--- config.mk ---
export PLATFORM = sky130hd
export DESIGN_NAME = exec_ctrl_fsm
export DESIGN_NICKNAME = d
export VERILOG_FILES = /design/src/rtl/exec_ctrl_fsm.sv
export SDC_FILE = /design/constraint.sdc
export NUM_CORES = 1
export LEC_CHECK = 0
export CORE_UTILIZATION = 46
export DETAILED_ROUTE_END_ITERATION = 7
export PLACE_DENSITY = 0.8
export SLEW_MARGIN = 25
export SYNTH_ARGS = -nofsm -noshare
export SYNTH_HDL_FRONTEND = slang
export SYNTH_SLANG_ARGS = --single-unit
export TNS_END_PERCENT = 1
--- constraint.sdc ---
create_clock -name clk -period 1.9 [get_ports clk]
set_input_delay 0.285 -clock clk [delete_from_list [all_inputs] [get_ports clk]]
set_output_delay 0.285 -clock clk [all_outputs]
set_load 0.01 [all_outputs]
--- src/rtl/exec_ctrl_fsm.sv ---
// exec_ctrl_fsm: multi-cycle fetch/decode/exec/mem/wb sequencer with bus timeout and sticky error flags
module exec_ctrl_fsm #(
   parameter int WORDSIZE = 32,
   parameter int TIMEOUT  = 255
) (
   input  logic                clk,
   input  logic                rst_n,
   output logic                imem_req,
   input  logic                imem_ack,
   input  logic [WORDSIZE-1:0] imem_rdata,
   output logic                ir_we,
   output logic [WORDSIZE-1:0] instr,
   output logic [1:0]          extnr_ops,
   output logic                alu_src_imm,
   output logic [1:0]          alu_op,
   input  logic                branch_taken,
   output logic                pc_we,
   output logic                pc_sel,
   output logic                dmem_req,
   output logic                dmem_we,
   input  logic                dmem_ack,
   output logic                reg_we,
   output logic                wb_sel,
   output logic                illegal,
   output logic                bus_err,
   output logic [2:0]          state
);
   typedef enum logic [2:0] {FETCH, DECODE, EXEC, MEM, WB, HALT} state_t;
   state_t st;
   logic [7:0] cnt;
   logic is_op, is_opi, is_ld, is_st, is_br, legal, tmo;
   assign is_op  = instr[6:0] == 7'b0110011;
   assign is_opi = instr[6:0] == 7'b0010011;
   assign is_ld  = instr[6:0] == 7'b0000011;
   assign is_st  = instr[6:0] == 7'b0100011;
   assign is_br  = instr[6:0] == 7'b1100011;
   assign legal  = is_op | is_opi | is_ld | is_st | is_br;
   assign tmo    = cnt == 8'(TIMEOUT - 1);
   assign state  = st;
   // Ack-qualified strobes are combinational so they line up with the ack cycle
   always_comb begin
      ir_we  = st == FETCH && imem_req && imem_ack;
      pc_sel = st == EXEC && is_br && branch_taken;
      pc_we  = (st == DECODE && !legal) || (st == EXEC && is_br) ||
               (st == MEM && is_st && dmem_ack) || st == WB;
   end
   always_ff @(posedge clk or negedge rst_n) begin
      if (!rst_n) begin
         st          <= FETCH;
         instr       <= '0;
         extnr_ops   <= 2'd0;
         alu_src_imm <= 1'b0;
         alu_op      <= 2'd0;
         imem_req    <= 1'b0;
         dmem_req    <= 1'b0;
         dmem_we     <= 1'b0;
         reg_we      <= 1'b0;
         wb_sel      <= 1'b0;
         illegal     <= 1'b0;
         bus_err     <= 1'b0;
         cnt         <= 8'd0;
      end else begin
         case (st)
            FETCH:
               if (imem_req && imem_ack) begin
                  instr    <= imem_rdata;
                  imem_req <= 1'b0;
                  cnt      <= 8'd0;
                  st       <= DECODE;
               end else if (imem_req && tmo) begin
                  bus_err  <= 1'b1;
                  imem_req <= 1'b0;
                  cnt      <= 8'd0;
                  st       <= HALT;
               end else begin
                  imem_req <= 1'b1;
                  if (imem_req) cnt <= cnt + 8'd1;
               end
            DECODE:
               if (legal) begin
                  extnr_ops   <= is_br ? 2'd3 : is_st ? 2'd2 : (is_opi | is_ld) ? 2'd1 : 2'd0;
                  alu_src_imm <= !(is_op | is_br);
                  alu_op      <= is_br ? 2'd1 : (is_op | is_opi) ? 2'd2 : 2'd0;
                  st          <= EXEC;
               end else begin
                  illegal  <= 1'b1;
                  imem_req <= 1'b1;
                  st       <= FETCH;
               end
            EXEC:
               if (is_ld || is_st) begin
                  dmem_req <= 1'b1;
                  dmem_we  <= is_st;
                  st       <= MEM;
               end else if (is_br) begin
                  imem_req <= 1'b1;
                  st       <= FETCH;
               end else begin
                  reg_we <= 1'b1;
                  wb_sel <= 1'b0;
                  st     <= WB;
               end
            MEM:
               if (dmem_ack) begin
                  dmem_req <= 1'b0;
                  dmem_we  <= 1'b0;
                  cnt      <= 8'd0;
                  reg_we   <= is_ld;
                  wb_sel   <= is_ld;
                  imem_req <= !is_ld;
                  st       <= is_ld ? WB : FETCH;
               end else if (tmo) begin
                  bus_err  <= 1'b1;
                  dmem_req <= 1'b0;
                  dmem_we  <= 1'b0;
                  cnt      <= 8'd0;
                  st       <= HALT;
               end else begin
                  cnt <= cnt + 8'd1;
               end
            WB: begin
               reg_we   <= 1'b0;
               wb_sel   <= 1'b0;
               imem_req <= 1'b1;
               st       <= FETCH;
            end
            default: st <= HALT;
         endcase
      end
   end
endmodule

==> impl_metrics.py, run 1 <==
metrics = {
    "outcome": {
        "status": "finished with violations",
        "violations": "setup timing",
    },
    "synth": {
        "syn_area_mm2": 0.002718,
        "yosysUniqueCellTypes": 58,
        "syn_area_per_cell_um2": 11.42,
        "synth_edf_count": 0,
        "yosys_warnings": 0,
        "synthArstFlopShare_pct": 100.0,
        "netlist_instances": 238,
        "synth_top_flop_cell": "dfrtp_1",
        "ys_seq_area_share_pct": 50.64,
        "syn_nets": 277,
        "ys_ff_latch": 55,
    },
    "placement": {
        "pre_cts_ws_ns": -0.2901,
        "dp_hpwl_um": 5267,
        "io_buffers": 86,
        "place.gp.congestion": 0.8926,
    },
    "timing": {
        "timing.hold.ws_ns": 0.4200,
        "setup_ws_ns": -0.1032,
        "period_share_pct": 105.4,
        "final-setup-viol-count": 4,
        "tns_ns": -0.2596,
        "rsz0062_at_grt": "yes",
        "drv_slew": 0,
        "fmax_ghz": 0.4992,
        "relSlewSlack_pct": 65.97,
        "fin_worst_skew_ns": 0.004477,
        "finalHoldViolCount": 0,
        "worst_pin_slew_ns": 0.5066,
        "period_minus_slack_ns": 2.003,
    },
    "floorplanning": {
        "core_area_mm2": 0.005608,
        "io_pins": 87,
        "die_w_um": 78.86,
        "die-area_mm2": 0.006219,
        "die_height_um": 78.86,
        "rows": 27,
        "start_util_pct": 48.46,
    },
    "worst_setup_path": {
        "required_ns": 2.14,
        "cpMostUsedCell": "buf_6",
        "worst_path_max_delay_cell": "or4b_4",
        "crit_chain": "nand4bb_4 -> buf_6 -> buf_6 -> or4b_4 -> or3b_1 -> o21ai_1",
        "cp-start-kind": "register",
        "cp_max_fo": 5,
        "crit_type": "register to register",
        "endpoint_kind": "register",
        "cp.arrival_ns": 2.24,
        "critPathMaxStageDelay_ns": 0.54,
        "crit_family": "simple AND/OR/NAND/NOR gates",
        "path_buf_inv": 2,
    },
    "route": {
        "drt_iter0_drc": 116,
        "viasPerCell": 5.555,
        "wl_met2_um": 3843,
        "vias": 2411,
        "ant_nets": 0,
        "wl_met3_um": 321,
        "dr.max_layer_used": "met4",
        "wirelength_um": 7382,
        "dr.pass1.iters": 4,
        "drc": 0,
        "wl_per_cell_um": 17.01,
        "met1_length_um": 3028,
    },
    "layout": {
        "antenna_cells": 0,
        "final_common_cell": "clkdlybuf4s50_1",
        "drive_above_1_share_pct": 29.01,
        "most-common-layout-cells": "clkdlybuf4s50_1, dfrtp_1, buf_4, mux2_2, nand2_1",
        "synthToLayoutAreaGrowth_pct": 51.43,
        "nFillCells": 406,
        "nNetsFinal": 400,
    },
    "power": {
        "swShare_pct": 35.04,
        "clkPwrFrac_pct": 11.2,
        "combPwrFrac_pct": 55.3,
        "power_mw": 6.099,
        "p_leak_nw": 1.740,
        "p_seq_share_pct": 33.5,
        "vdd_drop_max_v": 0.0008444,
        "internal-power_mw": 3.962,
        "p_sw_mw": 2.137,
        "powerDensity_mw_per_mm2": 1482,
    },
    "clock_tree": {
        "cts_tree": "built",
        "cts.htree.levels": 2,
        "cts-buffers-inserted": 5,
        "clkLatencyLatePin_ns": 0.31,
        "cts.reportedPaths.clkPinSlew_ns": 0.10,
        "cts.sinks": 55,
        "root_buffer": "clkbuf_8",
        "cts_max_path_buffers": 2,
    },
    "hold_path": {
        "min_path_type": "input port to async pin",
    },
    "grt": {
        "grt_pass1_wl_um": 12030,
        "grt_use_total_pct": 25.24,
        "antenna_found_initial": 0,
        "grt_max_degree": 22,
        "grt_pass1_vias": 2452,
        "overflow": 0,
    },
    "job": {
        "maxCapViolations": 0,
    },
}
==> Yosys cell counts, drive strengths merged (3+ instances only) <==
library cell / instances / area, µm²
nor3: 6 / 30.03
nand3: 6 / 30.03
nand2: 18 / 67.56
and3: 3 / 18.77
a31oi: 3 / 18.77
nor2: 9 / 33.78
or3b: 3 / 26.28
nor2b: 5 / 31.28
nand2b: 6 / 37.54
o21ai: 7 / 35.03
a21o: 3 / 22.52
mux2: 33 / 371.6
clkbuf: 5 / 18.77
nand4: 5 / 37.53
dfrtp: 55 / 1376
a21oi: 4 / 20.02
buf: 10 / 57.55
o22ai: 3 / 18.77
inv: 8 / 30.03
nand3b: 3 / 26.27
or3: 3 / 18.77
==> power groups by stage <==
stage	Sequential, mW	Combinational (mW)	Clock (mW)
global placement	2.03	3.11	0
CTS	2.03	3.30	0.712
global route	2.10	3.59	0.740
floorplan	2.23	1.29	0
finish	2.04	3.37	0.685
detailed placement	2.07	3.17	0
==> through the flow <==
step | utilization [%] | cell area, µm² | instances
2_1_floorplan | - | 2718 | 238
3_3_place_gp | 69.19 | 3880 | 420
3_5_place_dp | 69.19 | 3880 | 420
4_1_cts | 72.47 | 4064 | 434
5_1_grt | 73.38 | 4115 | 434
6_report | 73.38 | 4115 | 434
==> sequential cells by signal, summed over array words and instances, names as in the netlist <==
name	count
instr	32
cnt	8
state	3
alu_op	2
extnr_ops	2
alu_src_imm	1
bus_err	1
dmem_req	1
dmem_we	1
illegal	1
imem_req	1
reg_we	1
wb_sel	1
==> final timing paths <==
path                                      startpoint              endpoint  slack (ns)  depth (start not counted)
worst max-delay path            instr[2]$_DFFE_PN0P_   dmem_we$_DFFE_PN0P_       -0.10                          6
worst min-delay path                           rst_n  instr[8]$_DFFE_PN0P_        0.42                          2
worst max register to register  instr[2]$_DFFE_PN0P_   dmem_we$_DFFE_PN0P_       -0.10                          6
worst min register to register   illegal$_DFFE_PN0P_   illegal$_DFFE_PN0P_        0.49                          1
max in group asynchronous                      rst_n  state[0]$_DFFE_PN0P_        0.87                          3
min in group clk                 illegal$_DFFE_PN0P_   illegal$_DFFE_PN0P_        0.49                          1
==> layer usage <==
layer | vias to the layer above | GRT usage [%]
met5 | - | 0
met4 | 0 | 10.18
met3 | 15 | 5.172
met2 | 77 | 44.00
met1 | 1190 | 30.43
li1 | 1129 | -
==> cell type report <==
type / count / area (µm²) / share of cell area (%)
clock buffer: 7 / 86.33 / 2.098
clock inverter: 1 / 8.758 / 0.2128
inverter: 8 / 30.03 / 0.7297
multi-input combinational: 160 / 1313 / 31.89
sequential: 55 / 1378 / 33.48
tap: 72 / 90.09 / 2.189
timing repair buffer: 131 / 1210 / 29.40
==> worst reg2reg max path, cell delays in order, from the launching register on <==
cell,delay [ns]
dfrtp_1,0.39
nand4bb_4,0.26
buf_6,0.16
buf_6,0.12
or4b_4,0.54
or3b_1,0.38
o21ai_1,0.09
==> kinds of logic after synthesis <==
group	count (synthesis)	share of synthesized area (%)
simple gates	78	17.36
mux	34	14.04
flops	55	50.64
xor+xnor	1	0.3223
fa+ha+maj	2	0.9207
buf+inv	23	3.913
compound gates	45	12.80
==> timing repair <==
item | in CTS | in global routing
hold buffers | 1 | 0
buffers inserted | 5 | 0
pin swaps | 10 | 4
hold endpoints to repair | 14 | 0
gates resized for setup | 24 | 11
endpoints found under the setup margin | 6 | 14
Power figures use the tool's default switching activity.
==> inputs of run 2 (changes only) <==
--- a/config.mk
+++ b/config.mk
@@ -7,7 +7,7 @@
 export LEC_CHECK = 0
 export CORE_UTILIZATION = 46
 export DETAILED_ROUTE_END_ITERATION = 7
-export PLACE_DENSITY = 0.8
+export PLACE_DENSITY = 0.89
 export SLEW_MARGIN = 25
 export SYNTH_ARGS = -nofsm -noshare
 export SYNTH_HDL_FRONTEND = slang
==> constraint.sdc (replaced) <==
create_clock -name clk -period 1.9 [get_ports clk]
set_input_delay 0.19 -clock clk [delete_from_list [all_inputs] [get_ports clk]]
set_output_delay 0.19 -clock clk [all_outputs]
set_load 0.01 [all_outputs]
==> impl_metrics.py, run 2 (same netlist as run 1, synthesis figures left out) <==
metrics = {
    "route": {
        "wirelength_um": 8187,
        "viasPerCell": 5.717,
        "vias": 2441,
        "dr.pass1.iters": 4,
        "ant_nets": 0,
        "drt_iter0_drc": 186,
        "wl_per_cell_um": 19.17,
        "drc": 0,
    },
    "timing": {
        "setup_ws_ns": -0.06313,
        "finalHoldViolCount": 0,
        "fin_worst_skew_ns": 0.008839,
        "rsz0062_at_grt": "yes",
        "period_share_pct": 103.3,
        "drv_slew": 0,
        "period_minus_slack_ns": 1.963,
        "relSlewSlack_pct": 65.25,
        "final-setup-viol-count": 2,
        "fmax_ghz": 0.5094,
        "worst_pin_slew_ns": 0.5165,
    },
    "placement": {
        "dp_hpwl_um": 5676,
        "io_buffers": 86,
        "place.gp.congestion": 0.9001,
    },
    "clock_tree": {
        "cts-buffers-inserted": 5,
        "root_buffer": "clkbuf_8",
        "cts.sinks": 55,
        "cts.htree.levels": 2,
        "cts.reportedPaths.clkPinSlew_ns": 0.11,
        "cts_max_path_buffers": 2,
        "clkLatencyLatePin_ns": 0.32,
        "cts_tree": "built",
    },
    "layout": {
        "most-common-layout-cells": "clkdlybuf4s50_1, dfrtp_1, buf_4, mux2_2, nand2_1",
        "antenna_cells": 0,
        "regMostFlops": "instr",
        "final_common_cell": "clkdlybuf4s50_1",
        "nNetsFinal": 393,
        "post-route-util_pct": 72.20,
        "synthToLayoutAreaGrowth_pct": 48.99,
        "drive_above_1_share_pct": 27.61,
        "largest_reg_flops": 32,
    },
    "power": {
        "powerDensity_mw_per_mm2": 1521,
        "vdd_drop_max_v": 0.0009735,
        "p_leak_nw": 1.698,
        "power_mw": 6.159,
    },
    "floorplanning": {
        "io_pins": 87,
        "rows": 27,
        "core_area_mm2": 0.005608,
        "start_util_pct": 48.46,
        "die-area_mm2": 0.006219,
        "die_w_um": 78.86,
        "die_height_um": 78.86,
    },
    "outcome": {
        "violations": "setup timing",
        "status": "finished with violations",
    },
    "worst_setup_path": {
        "r2r_start": "instr[2]$_DFFE_PN0P_",
        "crit_start": "instr[2]$_DFFE_PN0P_",
        "cp.arrival_ns": 2.18,
        "crit_type": "register to register",
        "endpoint_kind": "register",
        "required_ns": 2.11,
        "cp-start-kind": "register",
        "cp_max_fo": 6,
    },
    "grt": {
        "antenna_found_initial": 0,
        "overflow": 0,
        "grt_use_total_pct": 27.51,
        "grt_max_degree": 56,
        "grt_pass1_wl_um": 12960,
        "grt_pass1_vias": 2554,
    },
    "job": {
        "maxCapViolations": 0,
    },
    "hold_path": {
        "min_path_type": "input port to async pin",
    },
}
[run 2: power breakdown]
group	internal (mW)	leakage (nW)	total, mW	switching (mW)
Sequential	1.67	0.660	2.09	0.425
Clock	0.309	0.0533	0.741	0.432
Combinational	1.93	0.985	3.32	1.39
[run 2: metal layers]
metal,share of wire [%],track usage (%)
met5,0,0
met4,3.0,12.36
met3,4.1,5.977
met2,55,49.91
met1,38,30.73
[run 2: layout make-up]
type | count | area [µm²]
multi-input cells | 160 | 1284
inverters | 8 | 30.03
fillers | 391 | 1559
repair buffers | 124 | 1165
clock inverters | 2 | 20.02
clock buffers | 6 | 82.58
well taps | 72 | 90.09
flip-flops and latches | 55 | 1378
[run 2: path summary, 6_finish.rpt]
check | cells after the start | slack [ns] | to
worst max register to register | 5 | -0.06 | imem_req$_DFFE_PN0P_
worst min-delay path | 3 | 0.38 | instr[20]$_DFFE_PN0P_
worst min register to register | 1 | 0.50 | bus_err$_DFFE_PN0P_
max in group asynchronous | 3 | 1.22 | instr[6]$_DFFE_PN0P_
min in group clk | 2 | 0.47 | instr[20]$_DFFE_PN0P_
worst max-delay path | 5 | -0.06 | imem_req$_DFFE_PN0P_
[run 2: critical path, stage by stage, from the launching register on]
cell and delay (ns):
dfrtp_1 0.40, nand4bb_4 0.27, buf_8 0.16, or4_4 0.41, a311oi_2 0.28, mux2_4 0.33
[run 2: stage by stage]
step                      worst slack [ns]  cell area, µm²  setup TNS, ns  cells  hold WS [ns]
after detailed placement           -0.1716            3852        -0.3986    413        0.2237
final                             -0.06313            4049       -0.06447    427        0.3797
after CTS                          -0.1297            4018        -0.2244    425        0.4084
after global routing               -0.1240            4049        -0.4045    427        0.4118
after floorplan                    0.03441            2718              0    238       -0.1056
after global placement             -0.1066            3852        -0.2916    413        0.2126
[run 2: timing repair]
item,in CTS,in global routing
buffers inserted,3,2
setup endpoints to repair,5,8
gates resized for setup,16,10
hold buffers,1,0
pin swaps,4,4
hold endpoints to repair,55,0
